### src/rtl/ysyx_22050612_exu_seq.sv
// ysyx_22050612_exu_seq: multi-cycle EXU sequencer (fetch/decode/exec/mem/wb); YSYX_22050612_EXU_SEQ_TIMEOUT_EN adds a memory-wait watchdog
module ysyx_22050612_exu_seq #(
  parameter int TO_CYC = 256
) (
  input  logic        clk,
  input  logic        rst,
  output logic        imem_req,
  input  logic        imem_ack,
  output logic        ir_we,
  input  logic        is_load,
  input  logic        is_store,
  input  logic        halt,
  output logic        dmem_req,
  output logic        dmem_we,
  input  logic        dmem_ack,
  output logic        gpr_we_en,
  output logic        pc_we,
  output logic [2:0]  state,
  output logic        busy,
  output logic [63:0] inst_cnt,
  output logic        err
);
  typedef enum logic [2:0] {
    IDLE   = 3'd0,
    FETCH  = 3'd1,
    DECODE = 3'd2,
    EXEC   = 3'd3,
    MEM    = 3'd4,
    WB     = 3'd5,
    HALT   = 3'd6,
    ERR    = 3'd7
  } state_t;
  state_t cur, nxt;
  logic to_hit;
`ifdef YSYX_22050612_EXU_SEQ_TIMEOUT_EN
  localparam int TW = $clog2(TO_CYC + 1);
  logic [TW-1:0] to_cnt;
  assign to_hit = (cur == FETCH || cur == MEM) && to_cnt == TW'(TO_CYC - 1);
  // restarts on every state change, so each FETCH/MEM wait gets a fresh budget
  always_ff @(posedge clk or posedge rst)
    if (rst) to_cnt <= '0;
    else to_cnt <= (nxt != cur) ? '0 : (cur == FETCH || cur == MEM) ? to_cnt + 1'b1 : to_cnt;
`else
  assign to_hit = 1'b0;
  if (TO_CYC < 1) begin : g_to_cyc_unused
  end
`endif
  always_comb begin
    nxt = cur;
    imem_req = 1'b0;
    ir_we = 1'b0;
    dmem_req = 1'b0;
    dmem_we = 1'b0;
    gpr_we_en = 1'b0;
    pc_we = 1'b0;
    case (cur)
      IDLE: nxt = FETCH;
      FETCH: begin
        imem_req = 1'b1;
        ir_we = imem_ack;
        nxt = imem_ack ? DECODE : to_hit ? ERR : FETCH;
      end
      DECODE: nxt = halt ? HALT : (is_load && is_store) ? ERR : EXEC;
      EXEC: nxt = (is_load || is_store) ? MEM : WB;
      MEM: begin
        dmem_req = 1'b1;
        dmem_we = is_store;
        nxt = dmem_ack ? WB : to_hit ? ERR : MEM;
      end
      WB: begin
        pc_we = 1'b1;
        gpr_we_en = ~is_store;
        nxt = FETCH;
      end
      default: nxt = cur;
    endcase
  end
  always_ff @(posedge clk or posedge rst)
    if (rst) begin
      cur <= IDLE;
      inst_cnt <= '0;
      err <= 1'b0;
    end else begin
      cur <= nxt;
      inst_cnt <= inst_cnt + {63'd0, cur == WB};
      err <= err | (nxt == ERR);
    end
  assign state = cur;
  assign busy = !(cur == IDLE || cur == HALT || cur == ERR);
endmodule

### config.mk
export PLATFORM = sky130hd
export DESIGN_NAME = ysyx_22050612_exu_seq
export DESIGN_NICKNAME = d
export VERILOG_FILES = /design/src/rtl/ysyx_22050612_exu_seq.sv
export SDC_FILE = /design/constraint.sdc
export NUM_CORES = 1
export LEC_CHECK = 0
export ABC_AREA = 1
export BUFFER_PORTS_ARGS = -buffer_cell sky130_fd_sc_hd__buf_2
export CAP_MARGIN = 10
export CORE_MARGIN = 2
export CORE_UTILIZATION = 25
export CTS_BUF_LIST = sky130_fd_sc_hd__clkbuf_4 sky130_fd_sc_hd__clkbuf_8 sky130_fd_sc_hd__clkbuf_16
export DETAILED_ROUTE_END_ITERATION = 6
export GPL_TIMING_DRIVEN = 1
export PLACE_DENSITY = 0.46
export SLEW_MARGIN = 15
export SYNTH_ARGS = -nofsm -noshare
export SYNTH_HDL_FRONTEND = slang
export SYNTH_SLANG_ARGS = --single-unit
### constraint.sdc
create_clock -name clk -period 2.1 [get_ports clk]
set_input_delay 0.42 -clock clk [delete_from_list [all_inputs] [get_ports clk]]
set_output_delay 0.42 -clock clk [all_outputs]
set_load 0.02 [all_outputs]
* Word level (Yosys, flattened, before mapping) *
Cells that the tools add are included.

storage, ports and cells
  flip-flop bits (word level) = 68
  word-level logic and storage cells = 33
  input port bits = 7

operators by class
  multiplexer cells = 12
  equality and inequality tests = 8
  bitwise operators = 2
  add/subtract/negate cells = 1
  reductions and logical operators = 7

operators by type and width
  kind                number
  $add 64x1->64       1
  $eq 3x3->1 const B  5
  $pmux 3 s5          1
  $mux 1              8
  $eq 3x2->1 const B  2
  $mux 3              2
  $eq 3x1->1 const B  1
  $logic_not 3->1     1
  $logic_or 1x1->1    3
  $mux 2              1
  $reduce_or 2->1     1
  $logic_and 1x1->1   1
  $logic_not 1->1     1
  $not 1->1           1
  $or 1x1->1          1

* Logic depth before layout (Yosys ltp) *
  depth after elaboration = 6
  depth in mapped cells = 12

* Worst setup path before layout *
Ideal clock, no wire load.

  kind = reg2reg
  start point = reg cur[1] (netlist: state[1])
  end point = reg inst_cnt[56]
  path slack = -0.577 ns
  stages on the path, launching flop included = 12
  arrival = 2.554 ns
  setup time = 0.123 ns
  required time = 1.977 ns
  cells stage by stage = dfrtp_1 > buf_2 > nor3_1 > ha_1 > ha_1 > nand3_2 > inv_2 > nand2_4 > inv_1 > nand2_1 > o21ai_0 > nand2_1

on the way
  longest elaborated chain between the ends = 2

RTL lines
  item                    RTL line  text
  from (decl)             33        state_t cur, nxt;
  from (signal assigned)  84        cur <= nxt;
  $eq 3x3->1              85        inst_cnt <= inst_cnt + {63'd0, cur == WB};
  $add 64x1->64           85
  to (signal assigned)    85
  to (decl)               20        output logic [63:0] inst_cnt,

No other way between the ends.

* Final worst setup path *
  start point = reg cur[2] (netlist: state[2])
  end point = reg inst_cnt[58]

Same word-level chain as after synthesis.

==> impl_results.md <==
* Run status: completed
* Worst Setup SP: state[2]$_DFF_PP0_
* # IOs at 82
* Pre-CTS setup slack at 0.0712 ns
* Worst EP required at 2.33 ns
* Most used cell, CP: ha_4
* FF-to-FF Start: state[2]$_DFF_PP0_
* Root Buffer: clkbuf_16
* WP depth at 11
* Ys async rst share at 100%
* FF+latch count, synth at 68
* Commonest cells in the netlist: nand2_1, nor2_1, dfrtp_1
* Via/cell ratio at 4.38
* Seq pwr share at 41.2%
* Setup TNS at 0 ns
* Post-Route Utilization at 33.4%
* CTS sink count at 68
* Clock share of power at 57.6%
* Remaining antenna violation count at 0
* HP Class: in2async
* Main synth FF type: dfrtp_1
* Design area at 5120 um2
* RePlAce Congestion at 0.908
* Max Slew Vio Count at 0
* Average wire per standard cell at 15.7 um
* Syn nets at 579
* H-tree levels at 3
* TritonCTS Buffers at 9
* Port buffer count at 81
* Top-count cell post-synth: nand2_1
* Total number of vias at 3883
* Number of distinct library cells after synthesis at 22
* Worst path bufs/invs at 2
* Hold WS at 0.166 ns
* P_sw at 0.636 mW
* Area delta synth->final at 29.3%
* R2R cell count at 11
* Cells after DPL at 866
* Syn_area_per_cell at 6.95 um2
* Layout Cells excl Fill at 887
* Initial antenna violation count at 0
* Ranking of synthesized cells by area: dfrtp_1, nand2_1, nor2_1
* Netlist Area Pre-Place at 3960 um2
* Critical path's largest stage delay at 0.40 ns
* Grt ovf at 0
* Tmin final at 1.94 ns
* GRT Total Usage at 17.5%
* VDD IR max at 375 uV
* CP max FO at 5
* Final hold vios at 0
* Number of DRC markers in iteration 0 at 170
* CP Capture Type: register
* Placed Area at 4720 um2
* Combinational share of power at 1.3%
* CTS clk-pin slew, worst paths at 0.06 ns
* Final period util at 92.4%
* CTS tree: done
* Worst Skew at 0.00996 ns
* Crit path max-delay family: simple AND/OR/NAND/NOR gates
* Row Count at 45
* DRC errors left at 0
* Worst-case clock buffer depth at 2
* # setup viols final at 0
* Share of Yosys cell area claimed by the top area cell type at 43.0%
* Clk_lat worst skew at 0.35 ns
* Sw Ratio at 20.0%
* Leakage at 2.24 nW
* Pwr Density at 622 nW/um2
* FMAX at 515 MHz
* Sequential fraction of the synthesis area at 43.0%
* Max stage delay cell, worst path: dfrtp_2
* DP Wirelength at 11400 um
* Drt pass-1 iters at 5
* Die Ht at 130 um
* Chip width at 130 um
* Worst path arrival time at 2.18 ns
* Unrepaired setup endpoints after global routing: false
* Yosys top cell by area: dfrtp_1
* Vias in the first global route at 3872
* Drt total wl at 13900 um
* DIE AREA at 16900 um2
* Internal power at 2.55 mW
* First-pass GRT wire length at 21400 um
* EDFF count, synth at 0
* Cells after Synth at 570
* CP startpoint kind: register
* Starting Density at 25.8%
* Total chip power at 3.18 mW
* Worst setup margin at 0.160 ns
* Relative slew slack at 74.7%
* Largest net degree at the start of global routing at 69
* Max-Cap Viols at 0
* Final nets at 680
* Warnings from Yosys at 0
* Share of layout cells above drive strength 1 at 20.9%
* Worst path cell trace: inv_1, nor3_4, ha_4, ha_4, nand3_2, inv_2, nand2_4, nor2_4, nand2_2, o21ai_1, nand2_1
* Worst Path Class, Setup: reg2reg
* Worst slew pin tran at 0.379 ns
* Inserted Diodes at 0
* Core footprint at 15300 um2
[final cells by class]
type / instances / area [um2]
clock buffer: 11 / 253
clock inverter: 5 / 106
fill: 1710 / 10200
timing repair buffer: 91 / 493
sequential: 68 / 1700
tap: 211 / 264
multi-input combinational: 454 / 2120
inverter: 47 / 180
[cells by family after synthesis]
group / count (synthesis) / share of synthesized area (%)
compound gates: 21 / 2.65
xor+xnor: 31 / 6.86
fa+ha+maj: 2 / 0.632
buf+inv: 48 / 4.58
flops: 68 / 43.0
simple gates: 400 / 42.3
[cells in the final DEF (no fill, tap or decap), types with 2 or more instances in the layout]
cell type   Yosys  routed
xnor2_1        20      20
o21ai_1         5       6
nand4_1        16      16
nand3_1        17      17
nor2_4          6       6
inv_2           1       2
dfrtp_2         0       2
nor2_2          8       8
bufinv_16       0       3
nand2_1       217     217
buf_4           0       9
buf_2           1      81
xor2_1         11      11
nor2_1        120     120
o21ai_0        16      15
inv_1          46      44
clkbuf_8        0       2
clkbuf_16       0       9
dfrtp_1        68      66
ha_4            0       2
clkinvlp_4      0       2
nand2_2         8       8
[final timing paths]
check	end	slack (ns)
worst max register to register	inst_cnt[58]$_DFF_PP0_	0.16
max in group asynchronous	state[2]$_DFF_PP0_	1.61
min in group clk	state[1]$_DFF_PP0_	0.36
worst min register to register	err$_DFF_PP0_	0.46
worst min-delay path	inst_cnt[20]$_DFF_PP0_	0.17
worst max-delay path	inst_cnt[58]$_DFF_PP0_	0.16
[state kept, by name, summed over array words and instances (netlist names)]
register,count
inst_cnt,64
state,3
err,1
[per-layer routing]
| metal | GRT usage (%) | vias to the layer above | wire, um |
|---|---|---|---|
| met2 | 27.7 | 106 | 6450 |
| met1 | 22.9 | 1780 | 6300 |
| met3 | 3.81 | 23 | 815 |
| met4 | 8.10 | 0 | 379 |
| met5 | 0 | - | 0 |
| li1 | - | 1974 | - |
[timing repair]
item	4_1_cts	5_1_grt
setup endpoints to repair	0	12
endpoints found under the hold margin	0	0
resized for setup	0	3
hold buffers	0	0
buffers inserted	0	5
[power by group through the flow]
stage	clock network (mW)	registers (mW)	logic, mW
2_1_floorplan	0	1.33	0.0218
3_3_place_gp	0	1.33	0.0424
3_5_place_dp	0	1.33	0.0428
4_1_cts	1.88	1.31	0.0427
5_1_grt	1.95	1.31	0.0464
6_report	1.83	1.31	0.0398
[worst min-delay path: stages]
cell        delay [ns]
buf_2             0.11
clkinvlp_4        0.07
buf_12            0.32
No activity file was read; power rests on OpenSTA's default activity.
